==> config.mk <==
export PLATFORM = sky130hd
export DESIGN_NAME = keypad_scanner
export DESIGN_NICKNAME = d
export VERILOG_FILES = /design/src/rtl/keypad_scanner.sv
export SDC_FILE = /design/constraint.sdc
export NUM_CORES = 1
export LEC_CHECK = 0
export BUFFER_PORTS_ARGS = -buffer_cell sky130_fd_sc_hd__clkbuf_2
export CORE_ASPECT_RATIO = 1.1
export CORE_MARGIN = 3
export CORE_UTILIZATION = 40
export CTS_CLUSTER_SIZE = 20
export DETAILED_ROUTE_END_ITERATION = 12
export PLACE_DENSITY_LB_ADDON = 0.3
export SLEW_MARGIN = 20
export SYNTH_ARGS = -nofsm -noshare
export SYNTH_HDL_FRONTEND = slang
export SYNTH_SLANG_ARGS = --single-unit
==> constraint.sdc <==
create_clock -name clk -period 10.38 [get_ports clk]
set_input_delay 2.595 -clock clk [delete_from_list [all_inputs] [get_ports clk]]
set_output_delay 2.595 -clock clk [all_outputs]
set_load 0.005 [all_outputs]
==> src/rtl/keypad_scanner.sv <==
// 4x4 active-low keypad scanner: walks one column at a time, debounces whole
// scan frames, rejects chords and strobes the code of each accepted press.
module keypad_scanner #(
  parameter int unsigned CLK_HZ          = 100_000_000,
  parameter int unsigned SCAN_HZ         = 1000,
  parameter int unsigned DEBOUNCE_FRAMES = 4
) (
  input  logic       clk,
  input  logic       rst_n,
  input  logic [3:0] io_row,
  output logic [3:0] io_col,
  output logic [3:0] key_code,
  output logic       key_valid,
  output logic       key_held
);

  localparam int unsigned TICK_DIV = CLK_HZ / SCAN_HZ;
  localparam int unsigned DIV_W    = (TICK_DIV > 1) ? $clog2(TICK_DIV) : 1;
  localparam int unsigned CNT_W    = $clog2(DEBOUNCE_FRAMES + 1);
  localparam logic [DIV_W-1:0] DIV_LAST = DIV_W'(TICK_DIV - 1);
  localparam logic [CNT_W-1:0] CNT_MAX  = CNT_W'(DEBOUNCE_FRAMES);
  localparam logic [CNT_W-1:0] CNT_LAST = CNT_W'(DEBOUNCE_FRAMES - 1);
  localparam logic [CNT_W-1:0] CNT_ONE  = CNT_W'(1);

  typedef enum logic [1:0] {
    S_IDLE,
    S_DEBOUNCE,
    S_PRESSED,
    S_RELEASE
  } state_t;

  logic [3:0]       row_s1, row_s2;
  logic [DIV_W-1:0] div;
  logic [1:0]       col_idx;
  logic [1:0]       acc_n;
  logic [3:0]       acc_key;
  state_t           state, state_d;
  logic [3:0]       cand, cand_d;
  logic [CNT_W-1:0] cnt, cnt_d, rcnt, rcnt_d;
  logic [3:0]       key_code_d;
  logic             key_valid_d, key_held_d;

  logic             tick_c, frame_end_c, frame_single_c;
  logic [3:0]       hit_c, frame_key_c;
  logic [2:0]       hit_n_c, sum_c;
  logic [1:0]       hit_row_c;

  // Two-flop synchronizer for the asynchronous row lines.
  always_ff @(posedge clk or negedge rst_n) begin
    if (!rst_n) begin
      row_s1 <= 4'b1111;
      row_s2 <= 4'b1111;
    end else begin
      row_s1 <= io_row;
      row_s2 <= row_s1;
    end
  end

  assign tick_c      = (div == DIV_LAST);
  assign frame_end_c = tick_c && (col_idx == 2'd3);

  // Column dwell divider.
  always_ff @(posedge clk or negedge rst_n) begin
    if (!rst_n) div <= '0;
    else if (tick_c) div <= '0;
    else div <= div + DIV_W'(1);
  end

  // Column walker; io_col is registered so it moves the cycle after tick.
  always_ff @(posedge clk or negedge rst_n) begin
    if (!rst_n) begin
      col_idx <= 2'd0;
      io_col  <= 4'b1110;
    end else if (tick_c) begin
      col_idx <= col_idx + 2'd1;
      io_col  <= ~(4'b0001 << (col_idx + 2'd1));
    end
  end

  // Decode the current column's sample: hit count and lowest hit row.
  always_comb begin
    hit_c     = ~row_s2;
    hit_n_c   = 3'(hit_c[0]) + 3'(hit_c[1]) + 3'(hit_c[2]) + 3'(hit_c[3]);
    hit_row_c = 2'd0;
    for (int r = 3; r >= 0; r--) begin
      if (hit_c[r]) hit_row_c = 2'(r);
    end
    sum_c          = 3'(acc_n) + hit_n_c;
    frame_single_c = (sum_c == 3'd1);
    frame_key_c    = (acc_n == 2'd1) ? acc_key : {hit_row_c, col_idx};
  end

  // Per-frame accumulation; acc_n saturates at 2 meaning "multiple keys".
  always_ff @(posedge clk or negedge rst_n) begin
    if (!rst_n) begin
      acc_n   <= 2'd0;
      acc_key <= 4'd0;
    end else if (frame_end_c) begin
      acc_n   <= 2'd0;
      acc_key <= 4'd0;
    end else if (tick_c) begin
      acc_n <= (sum_c >= 3'd2) ? 2'd2 : 2'(sum_c);
      if (acc_n == 2'd0 && hit_n_c == 3'd1) acc_key <= {hit_row_c, col_idx};
    end
  end

  // Debounce FSM state and output registers.
  always_ff @(posedge clk or negedge rst_n) begin
    if (!rst_n) begin
      state     <= S_IDLE;
      cand      <= 4'd0;
      cnt       <= '0;
      rcnt      <= '0;
      key_code  <= 4'd0;
      key_valid <= 1'b0;
      key_held  <= 1'b0;
    end else begin
      state     <= state_d;
      cand      <= cand_d;
      cnt       <= cnt_d;
      rcnt      <= rcnt_d;
      key_code  <= key_code_d;
      key_valid <= key_valid_d;
      key_held  <= key_held_d;
    end
  end

  // Debounce FSM next-state, evaluated only at frame end.
  always_comb begin
    state_d     = state;
    cand_d      = cand;
    cnt_d       = cnt;
    rcnt_d      = rcnt;
    key_code_d  = key_code;
    key_valid_d = 1'b0;
    key_held_d  = key_held;
    if (frame_end_c) begin
      case (state)
        S_IDLE: begin
          if (frame_single_c) begin
            cand_d  = frame_key_c;
            cnt_d   = CNT_ONE;
            state_d = S_DEBOUNCE;
          end
        end
        S_DEBOUNCE: begin
          if (frame_single_c && frame_key_c == cand) begin
            if (cnt >= CNT_LAST) begin
              cnt_d       = CNT_MAX;
              state_d     = S_PRESSED;
              key_code_d  = cand;
              key_valid_d = 1'b1;
              key_held_d  = 1'b1;
            end else begin
              cnt_d = cnt + CNT_ONE;
            end
          end else begin
            cnt_d   = '0;
            state_d = S_IDLE;
          end
        end
        S_PRESSED: begin
          if (!(frame_single_c && frame_key_c == key_code)) begin
            rcnt_d  = CNT_ONE;
            state_d = S_RELEASE;
          end
        end
        S_RELEASE: begin
          if (frame_single_c && frame_key_c == key_code) begin
            rcnt_d  = '0;
            state_d = S_PRESSED;
          end else if (rcnt >= CNT_LAST) begin
            rcnt_d     = '0;
            cnt_d      = '0;
            key_held_d = 1'b0;
            state_d    = S_IDLE;
          end else begin
            rcnt_d = rcnt + CNT_ONE;
          end
        end
        default: state_d = S_IDLE;
      endcase
    end
  end

endmodule

Word level (Yosys, flattened, before mapping):

Cells that the tools add are included.

* bits in registers: 55
* input port bits: 6
* output and inout bits: 10
* word-level logic and storage cells: 102

* add/sub/neg operators: 8
* magnitude comparators: 3
* eq/ne operators: 18
* shift-type cells: 1
* multiplexer cells: 38
* bitwise gates (word level): 2
* reduce and logical (&&, ||, !) cells: 18

Operators with widths (count)
* 2-to-1 mux 2 bit: 13
* 2-to-1 mux 3 bit: 8
* adder 17 x 1 -> 17 bit (second input constant): 1
* == test 17 bit (second input constant): 1
* 2-to-1 mux 17 bit: 1
* 2-to-1 mux 4 bit: 4
* != test 2 bit (second input constant): 6
* AND reduction 5 bit: 2
* >= comparator 3 x 2 -> 1 bit (second input constant): 3
* case mux 3 bit (3 select lines): 1
* == test 4 bit: 2
* 2-to-1 mux 1 bit: 8
* inverter 4 bit: 2
* case mux 2 bit (4 select lines): 1
* nonzero test 2 bit: 4
* adder 3 x 1 -> 3 bit (second input constant): 2
* == test 2 bit (second input constant): 3
* == test 3 x 1 -> 1 bit (second input constant): 2
* != test 3 bit (second input constant): 2
* case mux 3 bit (2 select lines): 1
* AND reduction 3 bit: 2
* AND reduction 6 bit: 1
* == test 2 x 1 -> 1 bit (second input constant): 2
* logical AND 1 bit: 4
* 11 further kinds: 12

Logic depth before layout (Yosys ltp):

* word-level depth: 11
* depth in mapped cells: 13
* gate-level depth less buffers: 13

Worst setup path before layout:

No wires, ideal clock.

* kind: reg-to-reg
* start: register row_s2[0]
* end: register key_code[0]
* setup time: 0.125 ns
* arrival: 3.408 ns
* required time: 10.255 ns
* slack: 6.847 ns
* cell stages (with the launch flop): 14
* path buffers: 1
* period minus slack after synthesis: 3.533 ns
* cells stage by stage: dfstp_2 inv_1 fa_1 ha_1 ha_1 inv_1 fa_1 xor2_1 nand3_1 nor2_1 nand4_1 or3_1 buf_6 mux2_4

* word-level cells in the longest chain between the ends: 8
* elaborated cells on any way between the ends: 11
* classes of those cells: add/sub (4); eq/ne (2); mux (2); bitwise (1); reduce/logical (2)

RTL lines
* start: declaration: line 32 `logic [3:0] row_s1, row_s2;`
* start signal: assignment: line 55 `row_s2 <= row_s1;`
* inverter 4 bit *: line 82 `hit_c = ~row_s2;`
* adder 1 x 1 -> 2 bit: line 83 `hit_n_c = 3'(hit_c[0]) + 3'(hit_c[1]) + 3'(hit_c[2]) + 3'(hit_c[3]);`
* adder 2 x 1 -> 3 bit: line 83
* adder 3 x 1 -> 3 bit: line 83
* adder 2 x 3 -> 3 bit: line 88 `sum_c = 3'(acc_n) + hit_n_c;`
* == test 3 x 1 -> 1 bit: line 89 `frame_single_c = (sum_c == 3'd1);`
* logical AND 1 bit *: line 147 `if (frame_single_c && frame_key_c == cand) begin`
* AND reduction 4 bit (no line) *
* end signal: assignment: line 122 `key_code <= key_code_d;`
* end: declaration: line 12 `output logic [3:0] key_code,`

Every way passes the cells marked *; elsewhere a longest branch is shown, timed or not.
A chain may end at the register's enable or synchronous reset.

Final worst setup path:

* start: register row_s2[0]
* end: register cnt[1]

* word-level cells in the longest chain between the ends: 9
* elaborated cells on any way between the ends: 17
* classes of those cells: add/sub (4); eq/ne (5); mux (4); bitwise (1); reduce/logical (3)

RTL lines
* inverter 4 bit *: line 82
* adder 1 x 1 -> 2 bit: line 83
* adder 2 x 1 -> 3 bit: line 83
* adder 3 x 1 -> 3 bit: line 83
* adder 2 x 3 -> 3 bit: line 88
* == test 3 x 1 -> 1 bit: line 89
* logical AND 1 bit, on equally long branches: line 169, 147
* != test 2 bit (no line) / 2-to-1 mux 3 bit (equally long branches)
* AND reduction 5 bit (no line) / case mux 3 bit (3 select lines) (equally long branches)
* end signal: assignment: line 120 `cnt <= cnt_d;`
* end: declaration: line 39 `logic [CNT_W-1:0] cnt, cnt_d, rcnt, rcnt_d;`

Marked as above.

==> flow_metrics.py <==
metrics = {
    "worst_setup_path": {
        "rr_worst_depth": 12,
        "critical_path.top_delay_family": "adder cells",
        "cp_max_fo": 6,
        "required_ps": 10580,
        "critical_path_buf_inv_count": 2,
        "crit_chain": "inv_1 > fa_1 > ha_1 > ha_1 > inv_1 > fa_1 > xor2_1 > nand3_1 > a211oi_1 > o2111ai_1 > o2111ai_1 > mux2_2",
        "criticalPathCategory": "flip-flop to flip-flop",
        "crit_path_top_delay_cell": "dfstp_2",
        "cp_data_arrival_time_ps": 4040,
        "crit_path_end_kind": "flip-flop",
        "crit_path_max_incr_delay_ps": 550,
        "path_depth": 12,
        "setup.worst_path.start_class": "flip-flop",
    },
    "power": {
        "powerDensity_mw_per_mm2": 123.2,
        "peakVddDrop_uv": 46.04,
        "p_total_mw": 0.3798,
        "power.leakage_nw": 1.380,
    },
    "synthesis": {
        "netlist_top_cells_area": "dfrtp_1 (39%), dfstp_2 (10%), ha_1 (5.3%), xnor2_1 (4.6%), nand2_1 (3.7%)",
        "synth_cell_type_count": 53,
        "ys_seq_area_share_pct": 49.01,
        "synth_ff_type": "dfrtp_1",
        "synth_top_area_cell": "dfrtp_1",
        "synthArstFlopShare_pct": 100.0,
        "syn_nets": 286,
        "netlist_area_mm2": 0.002836,
        "synth_edf_count": 0,
        "ys_seq_elements": 55,
        "syn_inst": 266,
        "ys_warn_count": 0,
        "syn_area_per_cell_um2": 10.66,
        "yosysTopAreaCellShare_pct": 38.82,
    },
    "grt": {
        "grt_usage_pct": 13.63,
        "antenna_found_initial": 0,
        "grt_max_degree": 56,
        "grt_pass1_vias": 1950,
        "grt_pass1_wl_um": 8990,
        "grt-ovfl-total": 0,
    },
    "place": {
        "dp_hpwl_um": 3636,
        "place_congestion": 0.8051,
        "port-buffer-count": 15,
    },
    "status": {
        "status": "finished clean",
    },
    "cts": {
        "clockBufferDepth": 2,
        "clock_sinks": 55,
        "cts_tree": "done",
        "clk_latency_ps": 310,
        "root_buffer": "clkbuf_8",
        "cts_setup_buffers": 0,
        "hold_buffers": 0,
        "cts_resized": 0,
        "h-tree-depth": 2,
        "cts_made_buffers": 5,
        "cts.clk_slew.worst_paths_ps": 100,
    },
    "cells_and_area": {
        "fin_util_pct": 45.66,
        "final_cell_mix": "dfrtp_1 (44), nand2_1 (28), o21ai_0 (16)",
        "syn2layout_area_growth_pct": 8.646,
        "final_common_cell": "dfrtp_1",
        "diodes": 0,
        "final_layout_size_suffix_gt1_share_pct": 17.73,
        "final_nets": 301,
    },
    "hold_path": {
        "min_path_type": "flip-flop to flip-flop",
        "whs_path_depth": 0,
    },
    "sta": {
        "setup_tns_ps": 0,
        "worstMarginPinSlew_ps": 942.9,
        "slew_headroom_pct": 36.67,
        "finalHoldViolCount": 0,
        "fmax_ghz": 0.2606,
        "period_minus_slack_ps": 3838,
        "finalMaxSlewViolations": 0,
        "fin_skew_ps": 9.241,
        "period_share_pct": 36.97,
        "final-setup-viol-count": 0,
        "grt_setup_unrepaired": "no",
    },
    "drt": {
        "drtPass1Iterations": 4,
        "drc": 0,
        "wl_per_cell_um": 13.86,
        "drt-total-wl_um": 5046,
        "vias_per_cell": 5.294,
        "final_antenna_net_count": 0,
        "vias": 1927,
        "initialDrtViolationCount": 101,
    },
    "floorplanning": {
        "initial_core_util_pct": 42.03,
        "io_pins": 16,
        "core_mm2": 0.006749,
        "die_y_um": 94.32,
        "fp.dieW_um": 86.29,
        "dieArea_mm2": 0.008139,
        "rows": 31,
    },
    "job": {
        "cap_violations": 0,
    },
}
synthesized netlist by cell type (2+ instances only):
cell	count
o21ai_0	16
nand3_1	11
dfstp_2	11
a22oi_1	5
a21o_1	2
or3_1	3
nor2_1	14
xnor2_1	15
clkbuf_1	5
nand4_1	6
and2_1	2
dfrtp_1	44
a211oi_1	3
ha_1	12
o2111ai_1	2
o21ai_1	2
mux2_4	4
fa_1	2
a21oi_1	7
and3_1	5
nand2b_1	5
inv_1	15
nor4_1	3
nand2_1	28
mux2_2	2
xor2_1	7
o31ai_1	2
buf_6	2
nor3_1	5
mux2i_1	3
flip-flops by register name (all words and copies together), names as in the netlist:
signal	cells
acc_n	2
acc_key	4
cand	4
io_col	4
key_held	1
cnt	3
rcnt	3
row_s2	4
col_idx	2
key_valid	1
state	2
key_code	4
div	17
row_s1	4
final timing paths:
kind,startpoint,to,slack (ps)
min in group asynchronous,rst_n,cand[2]$_DFFE_PN0P_,2390
hold / removal,row_s1[0]$_DFF_PN1_,row_s2[0]$_DFF_PN1_,360
setup / recovery,row_s2[0]$_DFF_PN1_,cnt[1]$_DFFE_PN0P_,6540
setup reg to reg,row_s2[0]$_DFF_PN1_,cnt[1]$_DFFE_PN0P_,6540
max in group asynchronous,rst_n,acc_key[2]$_DFFE_PN0P_,7510
hold reg to reg,row_s1[0]$_DFF_PN1_,row_s2[0]$_DFF_PN1_,360
through the flow:
stage                     worst slack [ps]  instance area [µm²]  hold WS (ps)  cells
after floorplan                       6847                 2836         345.2    266
after global placement                6687                 2975         346.3    356
after detailed placement              6564                 2975         347.2    356
after CTS                             6541                 3082         360.9    364
after global routing                  6286                 3082         364.0    364
final                                 6542                 3082         358.6    364
cells by family (layout without fill, tap and decap cells):
logic type,after synthesis,count (layout),synth area share (%)
muxes,10,10,4.455
buffers and inverters,23,39,3.617
and+or+nand+nor,95,95,18.44
DFF,55,55,49.01
AOI/OAI and AO/OA,47,47,10.98
adders and majority gates,14,14,6.705
xor gates and xnor gates,22,22,6.793
report_power, final:
| part | internal, mW | total (mW) | switching [mW] |
|---|---|---|---|
| combinational | 0.00650 | 0.0208 | 0.0143 |
| clock | 0.0723 | 0.141 | 0.0686 |
| sequential | 0.217 | 0.218 | 0.00101 |
| total | 0.296 | 0.380 | 0.0839 |
worst reg2reg max path: cells and delay by family (launching register included):
family                     cells  cell delay [ps]
buffers and inverters          2              160
adders and majority gates      4             1390
and+or+nand+nor                1              160
xor gates and xnor gates       1              180
muxes                          1              380
AOI/OAI and AO/OA              3              930
DFF                            1              550
metal layers:
metal	wire [µm]	global-route usage, %
met2	2450	22.81
met3	133	2.719
met1	2404	18.12
met5	0	0
met4	57	3.506
cell type report:
class | instances | area, µm²
clock buffers | 7 | 76.32
clock inverters | 1 | 30.03
fillers | 632 | 3667
inverters | 15 | 56.30
multi-input cells | 188 | 1344
flip-flops and latches | 55 | 1390
well taps | 82 | 102.6
repair buffers | 16 | 82.58
No activity file was read; power rests on OpenSTA's default activity.
